==> src/rtl/fib_seq_gen_if.sv <==
// Request/stream bundle for fib_seq_gen: start request with seeds and term
// count, the output term stream with its ready/valid handshake, and status flags.
interface fib_seq_gen_if #(
   parameter int WIDTH = 16,
   parameter int IDX_W = 8
) ();

   logic             start;
   logic [WIDTH-1:0] seed0;
   logic [WIDTH-1:0] seed1;
   logic [IDX_W-1:0] n_terms;
   logic             out_ready;
   logic             out_valid;
   logic [WIDTH-1:0] out_data;
   logic [IDX_W-1:0] out_idx;
   logic             busy;
   logic             done;
   logic             ovf;

   modport master (
      output start, seed0, seed1, n_terms, out_ready,
      input  out_valid, out_data, out_idx, busy, done, ovf
   );

   modport slave (
      input  start, seed0, seed1, n_terms, out_ready,
      output out_valid, out_data, out_idx, busy, done, ovf
   );

endinterface

==> src/rtl/fib_seq_gen.sv <==
// Fibonacci-style sequence generator streaming terms over a ready/valid handshake.
// Optional overflow abort is compiled in with the FIB_OVF_DETECT_EN macro.
module fib_seq_gen #(
   parameter int WIDTH = 16,
   parameter int IDX_W = 8
) (
   input logic            clk,
   input logic            rst,
   fib_seq_gen_if.slave   bus
);

   typedef enum logic {IDLE, RUN} state_t;

   state_t           state_q, state_d;
   logic [WIDTH-1:0] a_q, a_d;
   logic [WIDTH-1:0] b_q, b_d;
   logic [IDX_W-1:0] cnt_q, cnt_d;
   logic [IDX_W-1:0] limit_q, limit_d;
   logic             done_q, done_d;

   logic [WIDTH-1:0] sum;
   logic             term_bad;
   logic             start_accept;
   logic             handshake;
   logic             abort;
   logic             valid;

   always_comb begin
      state_d      = state_q;
      a_d          = a_q;
      b_d          = b_q;
      cnt_d        = cnt_q;
      limit_d      = limit_q;
      done_d       = 1'b0;
      start_accept = 1'b0;
      handshake    = 1'b0;
      abort        = 1'b0;
      valid        = 1'b0;
      unique case (state_q)
         IDLE: begin
            if (bus.start) begin
               if (bus.n_terms != '0) begin
                  start_accept = 1'b1;
                  a_d          = bus.seed0;
                  b_d          = bus.seed1;
                  cnt_d        = '0;
                  limit_d      = bus.n_terms;
                  state_d      = RUN;
               end else begin
                  done_d = 1'b1;
               end
            end
         end
         RUN: begin
            // A poisoned term is never presented; the run ends instead.
            if (term_bad) begin
               abort   = 1'b1;
               done_d  = 1'b1;
               state_d = IDLE;
            end else begin
               valid     = 1'b1;
               handshake = bus.out_ready;
               if (handshake) begin
                  a_d   = b_q;
                  b_d   = sum;
                  cnt_d = cnt_q + IDX_W'(1);
                  if (cnt_q == limit_q - IDX_W'(1)) begin
                     state_d = IDLE;
                     done_d  = 1'b1;
                  end
               end
            end
         end
         default: state_d = IDLE;
      endcase
   end

   always_ff @(posedge clk) begin
      if (rst) begin
         state_q <= IDLE;
         a_q     <= '0;
         b_q     <= '0;
         cnt_q   <= '0;
         limit_q <= '0;
         done_q  <= 1'b0;
      end else begin
         state_q <= state_d;
         a_q     <= a_d;
         b_q     <= b_d;
         cnt_q   <= cnt_d;
         limit_q <= limit_d;
         done_q  <= done_d;
      end
   end

`ifdef FIB_OVF_DETECT_EN
   logic a_bad_q, a_bad_d;
   logic b_bad_q, b_bad_d;
   logic ovf_q, ovf_d;
   logic carry;

   assign {carry, sum} = {1'b0, a_q} + {1'b0, b_q};
   assign term_bad     = a_bad_q;

   // Bad bits travel with a/b so a wrapped sum is caught when it reaches the output.
   always_comb begin
      a_bad_d = a_bad_q;
      b_bad_d = b_bad_q;
      ovf_d   = ovf_q;
      if (start_accept) begin
         a_bad_d = 1'b0;
         b_bad_d = 1'b0;
         ovf_d   = 1'b0;
      end
      if (handshake) begin
         a_bad_d = b_bad_q;
         b_bad_d = carry | a_bad_q | b_bad_q;
      end
      if (abort) begin
         ovf_d = 1'b1;
      end
   end

   always_ff @(posedge clk) begin
      if (rst) begin
         a_bad_q <= 1'b0;
         b_bad_q <= 1'b0;
         ovf_q   <= 1'b0;
      end else begin
         a_bad_q <= a_bad_d;
         b_bad_q <= b_bad_d;
         ovf_q   <= ovf_d;
      end
   end

   assign bus.ovf = ovf_q;
`else
   assign sum      = a_q + b_q;
   assign term_bad = 1'b0;
   assign bus.ovf  = 1'b0;
`endif

   assign bus.out_valid = valid;
   assign bus.out_data  = a_q;
   assign bus.out_idx   = cnt_q;
   assign bus.busy      = (state_q == RUN);
   assign bus.done      = done_q;

endmodule

==> src/flat_wrapper.sv <==
// flat-port wrapper written by rule: the top's interface ports become plain ports
module fib_seq_gen_flat 
#(
   parameter int WIDTH = 16,
   parameter int IDX_W = 8
)
  (clk, rst, bus_start, bus_seed0, bus_seed1, bus_n_terms, bus_out_ready, bus_out_valid, bus_out_data, bus_out_idx, bus_busy, bus_done, bus_ovf);
  fib_seq_gen_if #(.WIDTH(WIDTH), .IDX_W(IDX_W)) bus_i ();
  input logic clk;
  input logic rst;
  input wire logic [$bits(bus_i.start)-1:0] bus_start;
  input wire logic [$bits(bus_i.seed0)-1:0] bus_seed0;
  input wire logic [$bits(bus_i.seed1)-1:0] bus_seed1;
  input wire logic [$bits(bus_i.n_terms)-1:0] bus_n_terms;
  input wire logic [$bits(bus_i.out_ready)-1:0] bus_out_ready;
  output wire logic [$bits(bus_i.out_valid)-1:0] bus_out_valid;
  output wire logic [$bits(bus_i.out_data)-1:0] bus_out_data;
  output wire logic [$bits(bus_i.out_idx)-1:0] bus_out_idx;
  output wire logic [$bits(bus_i.busy)-1:0] bus_busy;
  output wire logic [$bits(bus_i.done)-1:0] bus_done;
  output wire logic [$bits(bus_i.ovf)-1:0] bus_ovf;
  assign bus_i.start = bus_start;
  assign bus_i.seed0 = bus_seed0;
  assign bus_i.seed1 = bus_seed1;
  assign bus_i.n_terms = bus_n_terms;
  assign bus_i.out_ready = bus_out_ready;
  assign bus_out_valid = bus_i.out_valid;
  assign bus_out_data = bus_i.out_data;
  assign bus_out_idx = bus_i.out_idx;
  assign bus_busy = bus_i.busy;
  assign bus_done = bus_i.done;
  assign bus_ovf = bus_i.ovf;
  fib_seq_gen #(.WIDTH(WIDTH), .IDX_W(IDX_W)) u_core (.clk(clk), .rst(rst), .bus(bus_i));
endmodule
==> config.mk <==
export PLATFORM = sky130hd
export DESIGN_NAME = fib_seq_gen_flat
export DESIGN_NICKNAME = d
export VERILOG_FILES = /design/src/rtl/fib_seq_gen_if.sv /design/src/rtl/fib_seq_gen.sv /design/src/flat_wrapper.sv
export SDC_FILE = /design/constraint.sdc
export NUM_CORES = 1
export LEC_CHECK = 0
export ABC_AREA = 0
export ABC_CLOCK_PERIOD_IN_PS = 2700
export BUFFER_PORTS_ARGS = -buffer_cell sky130_fd_sc_hd__buf_2
export CAP_MARGIN = 20
export CELL_PAD_IN_SITES_DETAIL_PLACEMENT = 0
export CELL_PAD_IN_SITES_GLOBAL_PLACEMENT = 1
export CORE_MARGIN = 3
export CORE_UTILIZATION = 40
export DETAILED_ROUTE_END_ITERATION = 16
export PLACE_DENSITY = 0.84
export SYNTH_ARGS = -nofsm -noshare
export SYNTH_HDL_FRONTEND = slang
export SYNTH_SLANG_ARGS = --single-unit
==> constraint.sdc <==
create_clock -name clk -period 2.7 [get_ports clk]
set_input_delay 0.675 -clock clk [delete_from_list [all_inputs] [get_ports clk]]
set_output_delay 0.675 -clock clk [all_outputs]
set_load 0.02 [all_outputs]
==> flow_metrics.tcl <==
set metrics [dict create \
    yosys.area.top_type "dfxtp_1" \
    detail-route-antenna-nets 0 \
    power_density_mw_per_mm2 520 \
    dpl_cell_area_mm2 0.00355 \
    hp-class "flop to flop" \
    grt_busiest_layer "met2" \
    wl_per_cell_um 14.5 \
    synth_nets 435 \
    final.setup.tns_ns 0 \
    grtUsageMet2_pct 28.8 \
    vias_per_cell 5.33 \
    finalMaxSlewViolations 0 \
    ctsHtreeMaxLevel 2 \
    gr-total-overflow 0 \
    initial_core_util_pct 42.5 \
    chipHeight_um 94.9 \
    status "finished, final reports clean" \
    grt_usage_pct 18.2 \
    clk_latency_ns 0.31 \
    fin_crit_sh_pct 82.2 \
    ios 72 \
    yosysSeqAreaShare_pct 31.6 \
    synth_edf_count 0 \
    area_delta_synth_final_pct 15.2 \
    post_cts_buffers 0 \
    drc 0 \
    core_area_mm2 0.00745 \
    insertedDiodeCount 0 \
    cp-end-kind "flop" \
    vias 2855 \
    dieArea_mm2 0.00901 \
    worstPathRequired_ns 2.94 \
    final_common_cell "buf_2" \
    setup_viol 0 \
    drt_pass1_iterations 4 \
    syn_avg_cell_area_um2 8.48 \
    ctsResizeCount 0 \
    p_leak_nw 1.60 \
    start_kind "flop" \
    met3_usage_pct 3.98 \
    totalWireLength_um 7790 \
    initialDrtViolationCount 93 \
    postLayoutCellArea_mm2 0.00364 \
    ys_seq_elements 50 \
    hold_viol_final 0 \
    synth_cell_types 62 \
    clock_skew_ns 0.00780 \
    postSynth.asyncResetShare_pct 0 \
    num_rows 31 \
    rsz0062_at_grt "no" \
    root_buffer "clkbuf_8" \
    gp_congestion 0.801 \
    fin_crit_ns 2.22 \
    ir_drop_mv 0.260 \
    drv_cap 0 \
    first_global_vias 2777 \
    dp_hpwl_um 5850 \
    ys_dominant_reg_cell "dfxtp_1" \
    cpPeakStageDelay_ns 0.41 \
    cts_buffers 5 \
    die_x_um 94.9 \
    mostFrequentLayoutCells "buf_2, dfxtp_1, nor2_1" \
    path_max_fanout 4 \
    use_met1_pct 24.9 \
    drive_gt1_share_pct 23.1 \
    grt_pass1_wl_um 13100 \
    cts_hold_buf 0 \
    path_clk_slew_ns 0.10 \
    worst_ep_arrival_time_ns 2.46 \
    cp_cell_sequence "ha_1, inv_1, fa_1, nor2b_4, o31ai_4, a311oi_2, a311oi_1, xor2_1, a211oi_1" \
    slowest_stage "fa_1" \
    synthCells 373 \
    whs_ns 0.486 \
    port_buffers 70 \
    max-clock-path-buffers 2 \
    fmax_ghz 0.451 \
    fin_nets 498 \
    syn_area_mm2 0.00316 \
    synth.area.top_cells "dfxtp_1, ha_1, a211oi_1" \
    grt_max_degree 48 \
    post-route-util_pct 48.9 \
    cts_tree "yes" \
    yosys.area.top_type_share_pct 31.6 \
    cts.sinks 50 \
    synth_warnings 0 \
    worstSetupPathType "flop to flop" \
    antenna_found_initial 0 \
]
==> kinds of logic after synthesis <==
logic type	after synthesis	synth area share [%]
AOI/OAI and AO/OA	101	22.0
xor gates and xnor gates	25	6.92
adders and majority gates	18	7.36
buffers and inverters	29	5.30
DFF	50	31.6
muxes	19	6.01
other	1	0.119
and+or+nand+nor	130	20.7
==> stage by stage <==
stage / total power [mW] / instances / setup slack, ns
after CTS: 1.91 / 536 / 0.458
after global routing: 2.01 / 536 / 0.328
after global placement: 1.44 / 528 / 0.496
after floorplan: 1.30 / 373 / 0.535
after detailed placement: 1.45 / 528 / 0.427
final: 1.89 / 536 / 0.481
==> where the power goes <==
part / internal [mW] / total, mW / switching (mW)
clock: 0.183 / 0.464 / 0.281
sequential: 0.800 / 0.858 / 0.0583
combinational: 0.240 / 0.572 / 0.332
total: 1.22 / 1.89 / 0.670
==> area by class of cell <==
type	instances	area (µm²)
Tap cell	99	124
Clock inverter	3	21.3
Fill cell	800	3800
Timing Repair Buffer	77	403
Clock buffer	5	68.8
Inverter	8	30.0
Multi-Input combinational cell	294	1990
Sequential cell	50	1000
==> synth_stat cells, drive strengths merged, types with 9 or more instances <==
cell	number
o21ai	10
nor2	48
buf	11
a211oi	27
dfxtp	50
nand2	34
clkbuf	9
a21oi	35
xnor2	12
ha	17
xor2	13
mux2i	19
==> registers in the layout (all words and copies together) (netlist names) <==
signal and cells:
u_core.b_q 16, u_core.bus.busy 1, u_core.bus.done 1, u_core.bus.out_data 16, u_core.bus.out_idx 8, u_core.limit_q 8
==> worst max-delay path, delay by kind of cell (launching register included) <==
kind	cells	cell delay, ns
AO/OA/AOI/OAI	4	0.79
adder cells (fa/ha/maj)	2	0.59
flip-flops	1	0.37
AND/OR/NAND/NOR	1	0.18
XOR/XNOR	1	0.16
buffers and inverters	1	0.05
==> worst paths after layout <==
| path | endpoint | cells past startpoint | slack, ns | startpoint |
|---|---|---|---|---|
| setup / recovery | u_core.b_q[12] | 9 | 0.48 | u_core.bus.out_data[0] |
| hold reg to reg | u_core.limit_q[7] | 2 | 0.49 | u_core.limit_q[7] |
| setup reg to reg | u_core.b_q[12] | 9 | 0.48 | u_core.bus.out_data[0] |
| hold / removal | u_core.limit_q[7] | 2 | 0.49 | u_core.limit_q[7] |
==> metal layers <==
metal / vias up / routed length [µm] / share of wire [%]
li1: 1480 / - / -
met1: 1303 / 3860 / 50
met2: 63 / 3440 / 44
met3: 9 / 387 / 5.0
met4: 0 / 100 / 1.3
met5: - / 0 / 0
Power figures use the tool's default switching activity.
